**config.mk**
```make
export PLATFORM = sky130hd
export DESIGN_NAME = delay_line_ctrl
export DESIGN_NICKNAME = d
export VERILOG_FILES = /design/src/rtl/delay_ctrl_pkg.sv /design/src/rtl/delay_ctrl_cnt.sv /design/src/rtl/delay_line_ctrl.sv
export SDC_FILE = /design/constraint.sdc
export NUM_CORES = 1
export LEC_CHECK = 0
export CAP_MARGIN = 20
export CORE_UTILIZATION = 48
export CTS_BUF_LIST = sky130_fd_sc_hd__clkbuf_4 sky130_fd_sc_hd__clkbuf_8
export DETAILED_ROUTE_END_ITERATION = 12
export PLACE_DENSITY = 0.77
export SLEW_MARGIN = 40
export SYNTH_ARGS = -nofsm -noshare
export SYNTH_HDL_FRONTEND = slang
export SYNTH_SLANG_ARGS = --single-unit
```
**constraint.sdc**
```tcl
create_clock -name clk_i -period 1.9 [get_ports clk_i]
set_input_delay 0.57 -clock clk_i [delete_from_list [all_inputs] [get_ports clk_i]]
set_output_delay 0.57 -clock clk_i [all_outputs]
set_load 0.01 [all_outputs]
```
**src/rtl/delay_ctrl_pkg.sv**
```systemverilog
// Shared types and helpers for the delay-line reconfiguration controller.
package delay_ctrl_pkg;

   typedef enum logic [1:0] {
      ST_FILL  = 2'd0,
      ST_RUN   = 2'd1,
      ST_DRAIN = 2'd2,
      ST_LOAD  = 2'd3
   } state_e;

   localparam int unsigned DW_DEF = 32'd4;

   // Total number of cycles a sample spends in the line for a given delay select.
   function automatic int unsigned lat(input int unsigned d, input int unsigned line_lat);
      return d + line_lat;
   endfunction

endpackage

```
**src/rtl/delay_ctrl_cnt.sv**
```systemverilog
// Loadable down-counter used to time the DRAIN and FILL phases.
// last_o flags the final cycle of a count (value 1, or 0 for an empty count).
module delay_ctrl_cnt #(
   parameter int unsigned CW      = 32'd6,
   parameter int unsigned RST_VAL = 32'd0
) (
   input  logic          clk_i,
   input  logic          rst_i,
   input  logic          load_i,
   input  logic [CW-1:0] load_val_i,
   input  logic          dec_i,
   output logic          zero_o,
   output logic          last_o
);

   localparam logic [CW-1:0] ZERO = {CW{1'b0}};
   localparam logic [CW-1:0] ONE  = {{(CW-1){1'b0}}, 1'b1};

   logic [CW-1:0] cnt_q;
   logic [CW-1:0] cnt_d;

   always_comb begin
      cnt_d = cnt_q;
      if (load_i) begin
         cnt_d = load_val_i;
      end else if (dec_i && (cnt_q != ZERO)) begin
         cnt_d = cnt_q - ONE;
      end else begin
         cnt_d = cnt_q;
      end
   end

   always_ff @(posedge clk_i) begin
      if (rst_i) begin
         cnt_q <= CW'(RST_VAL);
      end else begin
         cnt_q <= cnt_d;
      end
   end

   assign zero_o = (cnt_q == ZERO);
   assign last_o = (cnt_q <= ONE);

endmodule

```
**src/rtl/delay_line_ctrl.sv**
```systemverilog
// Sequences run-time delay changes of an external variable delay line:
// drain in-flight samples, switch the delay select, refill, then resume.
module delay_line_ctrl
   import delay_ctrl_pkg::*;
#(
   parameter int unsigned DW        = DW_DEF,
   parameter int unsigned LINE_LAT  = 32'd1,
   parameter int unsigned DEF_DELAY = 32'd0
) (
   input  logic          clk_i,
   input  logic          rst_i,
   input  logic [DW-1:0] cfg_delay_i,
   input  logic          cfg_valid_i,
   output logic          cfg_ready_o,
   output logic          cfg_done_o,
   input  logic          data_i,
   output logic          in_ready_o,
   output logic          data_o,
   output logic          data_valid_o,
   output logic          busy_o,
   output logic          line_data_o,
   output logic [DW-1:0] line_delay_o,
   input  logic          line_data_i
);

   localparam int unsigned CW = DW + 32'd2;

   state_e        state_q, state_d;
   logic [DW-1:0] line_delay_q, line_delay_d;
   logic [DW-1:0] nxt_delay_q, nxt_delay_d;
   logic          from_load_q, from_load_d;
   logic          cfg_done_q, cfg_done_d;

   logic          cnt_load_s;
   logic          cnt_dec_s;
   logic [CW-1:0] cnt_val_s;
   logic          cnt_zero_s;
   logic          cnt_last_s;
   logic          cfg_acc_s;
   logic          cfg_same_s;

   delay_ctrl_cnt #(
      .CW      (CW),
      .RST_VAL (lat(DEF_DELAY, LINE_LAT))
   ) u_cnt (
      .clk_i      (clk_i),
      .rst_i      (rst_i),
      .load_i     (cnt_load_s),
      .load_val_i (cnt_val_s),
      .dec_i      (cnt_dec_s),
      .zero_o     (cnt_zero_s),
      .last_o     (cnt_last_s)
   );

   // A request arriving together with reset must not be acknowledged.
   assign cfg_ready_o = (state_q == ST_RUN) && !rst_i;
   assign cfg_acc_s   = cfg_valid_i && cfg_ready_o;
   assign cfg_same_s  = (cfg_delay_i == line_delay_q);

   always_comb begin
      state_d      = state_q;
      line_delay_d = line_delay_q;
      nxt_delay_d  = nxt_delay_q;
      from_load_d  = from_load_q;
      cfg_done_d   = 1'b0;
      cnt_load_s   = 1'b0;
      cnt_dec_s    = 1'b0;
      cnt_val_s    = CW'(lat(32'(line_delay_q), LINE_LAT));
      case (state_q)
         ST_FILL: begin
            cnt_dec_s = 1'b1;
            if (cnt_last_s) begin
               state_d     = ST_RUN;
               cfg_done_d  = from_load_q;
               from_load_d = 1'b0;
            end else begin
               state_d = ST_FILL;
            end
         end
         ST_RUN: begin
            if (cfg_acc_s && cfg_same_s) begin
               cfg_done_d = 1'b1;
            end else if (cfg_acc_s) begin
               nxt_delay_d = cfg_delay_i;
               cnt_load_s  = 1'b1;
               state_d     = ST_DRAIN;
            end else begin
               state_d = ST_RUN;
            end
         end
         ST_DRAIN: begin
            cnt_dec_s = 1'b1;
            if (cnt_last_s) begin
               state_d = ST_LOAD;
            end else begin
               state_d = ST_DRAIN;
            end
         end
         ST_LOAD: begin
            line_delay_d = nxt_delay_q;
            cnt_load_s   = 1'b1;
            cnt_val_s    = CW'(lat(32'(nxt_delay_q), LINE_LAT));
            from_load_d  = 1'b1;
            state_d      = ST_FILL;
         end
         default: begin
            state_d = ST_FILL;
         end
      endcase
   end

   always_ff @(posedge clk_i) begin
      if (rst_i) begin
         state_q      <= ST_FILL;
         line_delay_q <= DW'(DEF_DELAY);
         nxt_delay_q  <= DW'(DEF_DELAY);
         from_load_q  <= 1'b0;
         cfg_done_q   <= 1'b0;
      end else begin
         state_q      <= state_d;
         line_delay_q <= line_delay_d;
         nxt_delay_q  <= nxt_delay_d;
         from_load_q  <= from_load_d;
         cfg_done_q   <= cfg_done_d;
      end
   end

   // An empty drain (zero total latency) still takes a cycle but carries no sample.
   assign in_ready_o   = (state_q == ST_FILL) || (state_q == ST_RUN);
   assign busy_o       = (state_q != ST_RUN);
   assign data_valid_o = (state_q == ST_RUN) || ((state_q == ST_DRAIN) && !cnt_zero_s);
   assign line_data_o  = data_i & in_ready_o;
   assign line_delay_o = line_delay_q;
   assign data_o       = line_data_i;
   assign cfg_done_o   = cfg_done_q;

endmodule
```
==> flow_metrics.tcl <==
set metrics [dict create \
    status "finished with violations" \
    violations "negative setup slack" \
    start_util_pct 52.8 \
    synth.distinct_cells 41 \
    pin_count 20 \
    synth_flop_cell "dfxtp_1" \
    crit_slowest_cell "dfxtp_2" \
    antenna_found_initial 0 \
    final-setup-viol-count 1 \
    fin_cells 198 \
    worst_slack_ns -0.0889 \
    dp_slack_ns -0.402 \
    crit_arrival_ns 1.42 \
    crit_chain "inv_2 -> ha_4 -> nor4b_4 -> a21oi_2 -> nand2_1 -> nand2_1 -> buf_2" \
    die_h_um 49.4 \
    clock-sinks 18 \
    routed_wl_mm 2.90 \
    synth_cells 127 \
    grtUsageTotal_pct 25.8 \
    start_kind "flop" \
    dr.pass1.iters 4 \
    synth-edff-count 0 \
    syn_to_final_growth_pct 42.6 \
    cts_inserted_buffers 3 \
    die_area_um2 2440 \
    reg2reg_depth 8 \
    finClkSkew_ns 0.00682 \
    grt_max_degree 17 \
    fmax_mhz 503 \
    clock_latency_ns 0.30 \
    dr.first_iter.drc_count 40 \
    hold_end "cfg_done_o$_SDFF_PP0_" \
    avgSynthCellArea_um2 8.49 \
    wl_per_cell_um 14.7 \
    peakVddDrop_mv 1.00 \
    rsz0062_at_grt "true" \
    power_mw 1.83 \
    slowest_delay_ns 0.34 \
    grt_pass1_wl_mm 4.87 \
    clock_path_buffers 2 \
    cts_root_buf "clkbuf_4" \
    p_per_area_nw_per_um2 1190 \
    grt_pass1_vias 1115 \
    place.gp.congestion 0.875 \
    r2r_end "u_cnt.cnt_q[0]$_SDFFE_PP1P_" \
    cp_max_fo 2 \
    worst_pin_slew_ns 0.329 \
    drc 0 \
    yosysWarnings 0 \
    fin_setup_tns_ns -0.0889 \
    slew_headroom_pct 77.5 \
    dp.cells 190 \
    rrSetupSlack_ns 0.23 \
    ys_seq_area_share_pct 33.4 \
    fin_crit_sh_pct 105 \
    synth_top_area_share_pct 33.4 \
    ys_ff_latch 18 \
    path_clk_slew_ns 0.11 \
    maxCapViolCount 0 \
    antenna_cells 0 \
    p_leak_nw 0.674 \
    reg2reg_from "u_cnt.cnt_q[1]$_SDFFE_PP0P_" \
    hold_depth 1 \
    htree_num_levels 1 \
    hold_violations 0 \
    cp.required_ns 1.33 \
    hold_path_class "flop to flop" \
    coreArea_um2 2040 \
    ys_async_sr_fraction_pct 0 \
    netlist_top_cells_area "dfxtp_1 33%, nand2_1 8.7%, a21oi_1 5.1%" \
    io_buffers 17 \
    die_x_um 49.4 \
    hold_buffers 0 \
    vias_per_cell 5.57 \
    nNetsFinal 185 \
    yosysTopAreaCell "dfxtp_1" \
    syn-num-nets 140 \
    cts_tree "built" \
    gr-total-overflow 0 \
    finalCriticalPeriod_ns 1.99 \
    row_count 16 \
    final_max_slew_viol_count 0 \
    vias 1102 \
    hpwl_mm 2.07 \
    ant_nets 0 \
    netlist_area_um2 1080 \
    drive_above_1_share_pct 32.2 \
    synth.most_common_cell "nand2_1" \
    timing_worst_setup_path_type "flop to output port" \
    cp_common_cell "nand2_1" \
    ys_top_cells_by_count "25 x nand2_1, 18 x dfxtp_1, 11 x a21oi_1, 6 x inv_1" \
    cp-end-kind "output port" \
]
worst max path at each step:
stage,depth (start not counted),end,startpoint,slack (ns)
2_1_floorplan,6,u_cnt.cnt_q[3]$_SDFFE_PP0P_,rst_i,0.07
3_3_place_gp,3,line_data_o,data_i,-0.34
3_5_place_dp,3,line_data_o,data_i,-0.40
4_1_cts,7,data_valid_o,u_cnt.cnt_q[1]$_SDFFE_PP0P_,-0.09
5_1_grt,7,data_valid_o,u_cnt.cnt_q[0]$_SDFFE_PP1P_,-0.17
6_report,7,data_valid_o,u_cnt.cnt_q[1]$_SDFFE_PP0P_,-0.09
registers in the layout (all words and copies together), names as in the netlist, named ones only:
signal / flops
line_delay_o: 4
from_load_q: 1
nxt_delay_q: 4
u_cnt.cnt_q: 6
cfg_done_o: 1
state_q: 1
where the power goes:
| part | internal, mW | leakage, nW | switching [mW] | total [mW] |
|---|---|---|---|---|
| logic | 0.594 | 0.504 | 0.478 | 1.07 |
| registers | 0.456 | 0.149 | 0.0654 | 0.521 |
| clock network | 0.117 | 0.0210 | 0.125 | 0.242 |
| total | 1.17 | 0.674 | 0.669 | 1.83 |
cells in the final DEF, fill, tap and decap left out, drive strengths merged:
| cell type | n |
|---|---|
| a2111oi | 1 |
| a211oi | 3 |
| a21oi | 11 |
| a221oi | 1 |
| a22o | 1 |
| a31o | 1 |
| and2 | 2 |
| and3 | 1 |
| and4bb | 1 |
| buf | 32 |
| clkbuf | 4 |
| clkdlybuf4s50 | 7 |
| dfxtp | 18 |
| dlygate4sd2 | 6 |
| dlymetal6s2s | 2 |
| ha | 4 |
| inv | 6 |
| mux2i | 2 |
| nand2 | 25 |
| nand2b | 3 |
| nand3 | 4 |
| nand4 | 1 |
| nor2 | 6 |
| nor2b | 1 |
| nor3 | 3 |
| nor4 | 2 |
| nor4b | 2 |
| o2111ai | 2 |
| o211a | 1 |
| o211ai | 1 |
| o21a | 2 |
| o21ai | 2 |
| o22ai | 1 |
| o31ai | 2 |
| o41a | 1 |
| o41ai | 1 |
| xnor2 | 3 |
| xor2 | 5 |
area by class of cell:
cell class	instances	area, µm²
Multi-Input combinational cell	96	694
Fill cell	142	504
Timing Repair Buffer	47	383
Sequential cell	18	368
Clock buffer	4	36.3
Tap cell	27	33.8
Inverter	6	22.5
per-stage QoR:
step                      utilization (%)  cell area [µm²]  hold WS, ns
after global placement               70.6             1440        0.469
after floorplan                         -             1080        0.450
final                                75.3             1540        0.490
after CTS                            73.5             1500        0.488
after detailed placement             70.6             1440        0.485
after global routing                 75.3             1540        0.505
cells by family after synthesis:
kind of cell             after synthesis  share of synthesized area, %
multiplexers                           2                          1.86
buffers and inverters                 13                          5.80
XOR/XNOR                               8                          6.50
flip-flops                            18                          33.4
AND/OR/NAND/NOR                       51                          24.0
AO/OA/AOI/OAI                         31                          23.8
adder cells (fa/ha/maj)                4                          4.64
timing repair:
item                       4_1_cts  5_1_grt
setup buffers                    2        2
setup endpoints to repair       11        8
pin swaps                        6        4
gates resized for setup         23        6
worst max-delay path, delay by kind of cell, from the launching register on:
family                   cells  cell delay (ns)
AO/OA/AOI/OAI                1             0.10
adder cells (fa/ha/maj)      1             0.14
buffers and inverters        2             0.21
flip-flops                   1             0.34
AND/OR/NAND/NOR              3             0.34
routing by layer:
layer | share of wire (%) | up-vias | global-route usage (%)
met1 | 45 | 518 | 33.1
met3 | 5.7 | 2 | 2.49
met5 | 0 | - | 0
met4 | 0.48 | 0 | 7.62
li1 | - | 540 | -
met2 | 48 | 42 | 45.4
Note: power is estimated with default switching activity, not from simulation.
